**src/rtl/fifo_pkg.sv**
```systemverilog
// Shared definitions for the 8-entry synchronous FIFO: operation state encodings
// and the default pointer width. Used by the controller, flag decoder and register file.
package fifo_pkg;

   localparam int unsigned ADDR_W_DEFAULT = 3;

   typedef enum logic [2:0] {
      StInit    = 3'b000,
      StWrite   = 3'b001,
      StRead    = 3'b010,
      StWrError = 3'b101,
      StRdError = 3'b110,
      StNoOp    = 3'b111
   } state_e;

endpackage

```
**src/rtl/fifo_ctrl_if.sv**
```systemverilog
// Request/status bundle between a requester and the FIFO sequencing controller.
//   wr_en, rd_en   : per-cycle write/read requests (requester -> controller)
//   state          : registered operation state
//   data_count     : registered occupancy, 0..2**ADDR_W
//   we, wr_addr    : write strobe and address into the register file
//   re, rd_addr    : read strobe and address into the register file
// master = requester side, slave = controller side.
interface fifo_ctrl_if #(
   parameter int unsigned ADDR_W = fifo_pkg::ADDR_W_DEFAULT
);
   import fifo_pkg::*;

   logic              wr_en;
   logic              rd_en;
   state_e            state;
   logic [ADDR_W:0]   data_count;
   logic              we;
   logic [ADDR_W-1:0] wr_addr;
   logic              re;
   logic [ADDR_W-1:0] rd_addr;

   modport master (
      output wr_en, rd_en,
      input  state, data_count, we, wr_addr, re, rd_addr
   );

   modport slave (
      input  wr_en, rd_en,
      output state, data_count, we, wr_addr, re, rd_addr
   );

endinterface

```
**src/rtl/fifo_ctrl_ns.sv**
```systemverilog
// Combinational next-state logic of the FIFO controller.
//   wr_en, rd_en       : requests for this cycle
//   count, head, tail  : current occupancy and pointers
//   state_d, count_d,
//   head_d, tail_d     : values to load at the next rising edge
//   we, re             : register-file strobes, asserted only for accepted requests
module fifo_ctrl_ns
   import fifo_pkg::*;
#(
   parameter int unsigned ADDR_W = ADDR_W_DEFAULT
) (
   input  logic              wr_en,
   input  logic              rd_en,
   input  logic [ADDR_W:0]   count,
   input  logic [ADDR_W-1:0] head,
   input  logic [ADDR_W-1:0] tail,
   output state_e            state_d,
   output logic [ADDR_W:0]   count_d,
   output logic [ADDR_W-1:0] head_d,
   output logic [ADDR_W-1:0] tail_d,
   output logic              we,
   output logic              re
);

   localparam logic [ADDR_W:0] FULL = {1'b1, {ADDR_W{1'b0}}};

   logic is_full;
   logic is_empty;

   assign is_full  = (count == FULL);
   assign is_empty = (count == '0);

   // Pointers carry no wrap bit; full/empty come from count alone, so the
   // natural ADDR_W-bit overflow gives the modulo-depth wrap.
   always_comb begin
      state_d = StNoOp;
      count_d = count;
      head_d  = head;
      tail_d  = tail;
      we      = 1'b0;
      re      = 1'b0;
      case ({wr_en, rd_en})
         2'b10: begin
            if (is_full) begin
               state_d = StWrError;
            end else begin
               state_d = StWrite;
               we      = 1'b1;
               count_d = count + 1'b1;
               tail_d  = tail + 1'b1;
            end
         end
         2'b01: begin
            if (is_empty) begin
               state_d = StRdError;
            end else begin
               state_d = StRead;
               re      = 1'b1;
               count_d = count - 1'b1;
               head_d  = head + 1'b1;
            end
         end
         // Idle and simultaneous requests are both a refused no-op.
         default: ;
      endcase
   end

endmodule

```
**src/rtl/fifo_ctrl.sv**
```systemverilog
// Sequencing controller for the 8-entry synchronous FIFO. Holds the operation
// state, occupancy counter and head/tail pointers; decisions come from fifo_ctrl_ns.
//   clk     : sole clock, rising edge
//   reset_n : asynchronous active-low reset
//   bus     : slave side of fifo_ctrl_if (requests in, state/count/strobes/addresses out)
module fifo_ctrl
   import fifo_pkg::*;
#(
   parameter int unsigned ADDR_W = ADDR_W_DEFAULT
) (
   input logic       clk,
   input logic       reset_n,
   fifo_ctrl_if.slave bus
);

   state_e            state_q, state_d;
   logic [ADDR_W:0]   count_q, count_d;
   logic [ADDR_W-1:0] head_q, head_d;
   logic [ADDR_W-1:0] tail_q, tail_d;
   logic              we;
   logic              re;

   fifo_ctrl_ns #(
      .ADDR_W(ADDR_W)
   ) u_ns (
      .wr_en  (bus.wr_en),
      .rd_en  (bus.rd_en),
      .count  (count_q),
      .head   (head_q),
      .tail   (tail_q),
      .state_d(state_d),
      .count_d(count_d),
      .head_d (head_d),
      .tail_d (tail_d),
      .we     (we),
      .re     (re)
   );

   always_ff @(posedge clk or negedge reset_n) begin
      if (!reset_n) begin
         state_q <= StInit;
         count_q <= '0;
         head_q  <= '0;
         tail_q  <= '0;
      end else begin
         state_q <= state_d;
         count_q <= count_d;
         head_q  <= head_d;
         tail_q  <= tail_d;
      end
   end

   assign bus.state      = state_q;
   assign bus.data_count = count_q;
   assign bus.we         = we;
   assign bus.re         = re;
   assign bus.wr_addr    = tail_q;
   assign bus.rd_addr    = head_q;

endmodule

```
**src/flat_wrapper.sv**
```systemverilog
// flat-port wrapper written by rule: the top's interface ports become plain ports
module fifo_ctrl_flat import fifo_pkg::*;
#(
   parameter int unsigned ADDR_W = ADDR_W_DEFAULT
)
  (clk, reset_n, bus_wr_en, bus_rd_en, bus_state, bus_data_count, bus_we, bus_wr_addr, bus_re, bus_rd_addr);
  fifo_ctrl_if #(.ADDR_W(ADDR_W)) bus_i ();
  input logic clk;
  input logic reset_n;
  input wire logic [$bits(bus_i.wr_en)-1:0] bus_wr_en;
  input wire logic [$bits(bus_i.rd_en)-1:0] bus_rd_en;
  output wire logic [$bits(bus_i.state)-1:0] bus_state;
  output wire logic [$bits(bus_i.data_count)-1:0] bus_data_count;
  output wire logic [$bits(bus_i.we)-1:0] bus_we;
  output wire logic [$bits(bus_i.wr_addr)-1:0] bus_wr_addr;
  output wire logic [$bits(bus_i.re)-1:0] bus_re;
  output wire logic [$bits(bus_i.rd_addr)-1:0] bus_rd_addr;
  assign bus_i.wr_en = bus_wr_en;
  assign bus_i.rd_en = bus_rd_en;
  assign bus_state = bus_i.state;
  assign bus_data_count = bus_i.data_count;
  assign bus_we = bus_i.we;
  assign bus_wr_addr = bus_i.wr_addr;
  assign bus_re = bus_i.re;
  assign bus_rd_addr = bus_i.rd_addr;
  fifo_ctrl #(.ADDR_W(ADDR_W)) u_core (.clk(clk), .reset_n(reset_n), .bus(bus_i));
endmodule
```
**config.mk**
```make
export PLATFORM = sky130hd
export DESIGN_NAME = fifo_ctrl_flat
export DESIGN_NICKNAME = d
export VERILOG_FILES = /design/src/rtl/fifo_pkg.sv /design/src/rtl/fifo_ctrl_if.sv /design/src/rtl/fifo_ctrl_ns.sv /design/src/rtl/fifo_ctrl.sv /design/src/flat_wrapper.sv
export SDC_FILE = /design/constraint.sdc
export NUM_CORES = 1
export LEC_CHECK = 0
export ABC_AREA = 1
export CAP_MARGIN = 10
export CORE_UTILIZATION = 30
export CTS_BUF_LIST = sky130_fd_sc_hd__clkbuf_4 sky130_fd_sc_hd__clkbuf_8 sky130_fd_sc_hd__clkbuf_16
export DETAILED_ROUTE_END_ITERATION = 8
export PLACE_DENSITY = 0.51
export SETUP_SLACK_MARGIN = 0.5
export SLEW_MARGIN = 20
export SYNTH_ARGS = -nofsm -noshare
export SYNTH_HDL_FRONTEND = slang
export SYNTH_SLANG_ARGS = --single-unit
```
**constraint.sdc**
```tcl
create_clock -name clk -period 1.4 [get_ports clk]
set_clock_uncertainty 0.05 [all_clocks]
set_input_delay 0.28 -clock clk [delete_from_list [all_inputs] [get_ports clk]]
set_output_delay 0.28 -clock clk [all_outputs]
set_load 0.005 [all_outputs]
```
==> impl_results.md <==
- Routed via count: 772
- Starting Density: 33.3%
- Hold Crit Class: in -> async
- Worst EP required: 1070 ps
- Antenna-violating nets left: 0
- Sequential fraction of the synthesis area: 42.6%
- DR vias/cell: 4.54
- Reg2reg setup slack: -100 ps
- Synth warn: 0
- Syn nets: 89
- CTS tree: built
- Avg Inst Size Synth: 9.80 µm²
- Remaining Overflow, GRT: 0
- Slew HR: 86.0%
- IO Port Bufs: 18
- Hold WS: 253 ps
- DRC violations left: 0
- Post-Synthesis Cell Area: 764 µm²
- RSZ-0062 raised after global routing: yes
- Worst Setup End Kind: output pin
- Final setup TNS: -745 ps
- Detailed Place HPWL: 1230 µm
- Maximum VDD drop: 1.02 mV
- Placement Cell Area: 1160 µm²
- Worst-path clk slew: 80 ps
- Die ar.: 2750 µm²
- Final Power: 2930 µW
- Yosys reg bits: 13
- Reg2Reg Launch Point: u_core.bus.data_count[1]
- Max-cap violations: 0
- GP Congestion: 0.755
- Worst Path Arrival: 1290 ps
- Endpoints failing setup: 7
- Row count: 17
- Core ar.: 2300 µm²
- DIE WIDTH: 52.5 µm
- Final worst path period need: 1620 ps
- Number of antenna diodes: 0
- Footprint of the multi-input gates: 551 µm²
- DRT Wirelength: 2070 µm
- CTS Buf Count: 3
- End of the worst register-to-register path: u_core.bus.wr_addr[2]
- Post-Syn Instances: 78
- Pin count of the biggest net entering global routing: 14
- Root buffer cell: clkbuf_4
- Global Route Usage Sum: 17.8%
- Initial antenna violation count: 0
- Leakage: 0.000787 µW
- Reg2reg path depth: 10
- Maximum fanout along the worst path: 2
- First-pass GRT wire length: 3440 µm
- Commonest non-fill, non-tap cells in the layout: 22 x buf_6, 22 x buf_4, 12 x nand2_1, 11 x buf_2, 11 x dfrtp_1
- Chip height: 52.5 µm
- Ports: 19
- Vias in the first global route: 786
- Main area contributors after synthesis: dfrtp_1 43%, ha_1 11%, nand2_1 9.3%
- Clock Latency Late Sink: 280 ps
- WL/cell: 12.2 µm
- Final hold viol count: 0
- Critical Path Max Stage Delay: 430 ps
- Status: finished, violations left
- 1st-iter DRT viols: 6
- Slew Limit Fails: 0
- Final WS setup: -216 ps
- Synth top area share: 42.6%
- Post-cts hold buffer count: 0
- Worst-Margin Slew: 210 ps
- Num Clock Sinks: 13
- Setup CP Type: reg -> out
- Final Net Count: 154
- Fmax: 619 MHz
- Share of layout cells above drive strength 1: 71.8%
- Power per Cell Area: 1940 nW/µm²
- Slowest cell on the critical path: dfrtp_2
- Register area: 328 µm²
- Synth area leader: dfrtp_1
- Type of origin of the critical path: flop
- Failing checks: setup timing
- Fin util: 65.7%
- Fill cells: 189
- Area Overhead vs Synth: 97.5%
- Yosys cell types: 21
- Bufs on Longest Clock Path: 2
- Drt first pass iters: 4
- Design area: 1510 µm²
- H-tree levels: 1
- Cell chain of the critical path: nor2_4 -> buf_6 -> nand3_2 -> nand2_2 -> inv_2 -> buf_2
- Post-route clock period utilization: 115%
[routing by layer]
| layer | track usage, % | vias to the layer above | share of wire, % | wire length, µm |
|---|---|---|---|---|
| met5 | 0 | - | 0 | 0 |
| met4 | 6.14 | 0 | 2.7 | 55 |
| met3 | 5.22 | 7 | 4.1 | 86 |
| met2 | 31.2 | 18 | 52 | 1080 |
| met1 | 20.4 | 375 | 41 | 851 |
| li1 | - | 372 | - | - |
[flip-flops by register name, summed over array words and instances (netlist names)]
signal                 count
u_core.bus.state           3
u_core.bus.data_count      4
u_core.bus.rd_addr         3
u_core.bus.wr_addr         3
[cell type report]
class	instances	share of cell area [%]
inverter	11	3.23
tap	28	2.32
multi-input combinational	54	36.5
timing repair buffer	60	34.3
clock buffer	4	1.99
sequential	13	21.7
[worst max-delay path by stage]
| stage | endpoint | cells after the start | from |
|---|---|---|---|
| 4_1_cts | bus_we | 6 | u_core.bus.data_count[0] |
| 5_1_grt | bus_we | 6 | u_core.bus.data_count[1] |
| 2_1_floorplan | u_core.bus.data_count[2] | 9 | bus_wr_en |
| 3_5_place_dp | u_core.bus.data_count[2] | 11 | bus_wr_en |
| 3_3_place_gp | bus_we | 6 | bus_rd_en |
| 6_report | bus_we | 6 | u_core.bus.data_count[1] |
[report_power, final]
| part | switching (µW) | internal (µW) |
|---|---|---|
| clock network | 131 | 130 |
| registers | 102 | 535 |
| logic | 856 | 1180 |
[logic make-up after synthesis]
kind of cell | after synthesis | share of synthesized area (%)
and+or+nand+nor | 37 | 28.0
buffers and inverters | 11 | 5.56
DFF | 13 | 42.6
adders and majority gates | 7 | 11.5
xor gates and xnor gates | 7 | 9.98
AOI/OAI and AO/OA | 3 | 2.45
[cell usage after synthesis]
master	instances
nand4_2	2
nand3_2	1
nand2_2	4
dfrtp_1	13
o21ai_2	1
xnor2_2	2
a21oi_1	1
nor2_4	2
nand3_1	4
or2_1	1
nor2_1	2
nand2_1	19
xor2_1	1
o21ai_1	1
inv_1	8
ha_1	7
clkinv_2	1
nor2_2	1
nand3b_4	1
xnor2_1	4
inv_2	2
[timing repair]
action,CTS,global route
pin swaps,10,9
setup endpoints to repair,28,27
setup buffers,22,4
gates resized for setup,90,16
cloned,0,0
[through the flow]
step	cells	setup slack (ps)
after detailed placement	140	-608
after global placement	140	-591
after CTS	166	-205
after global routing	170	-276
final	170	-216
after floorplan	78	124
[critical path, delay by kind of cell (launching register included)]
kind | cells | cell delay [ps]
buffers and inverters | 3 | 270
DFF | 1 | 430
and+or+nand+nor | 3 | 300
Power figures use the tool's default switching activity.
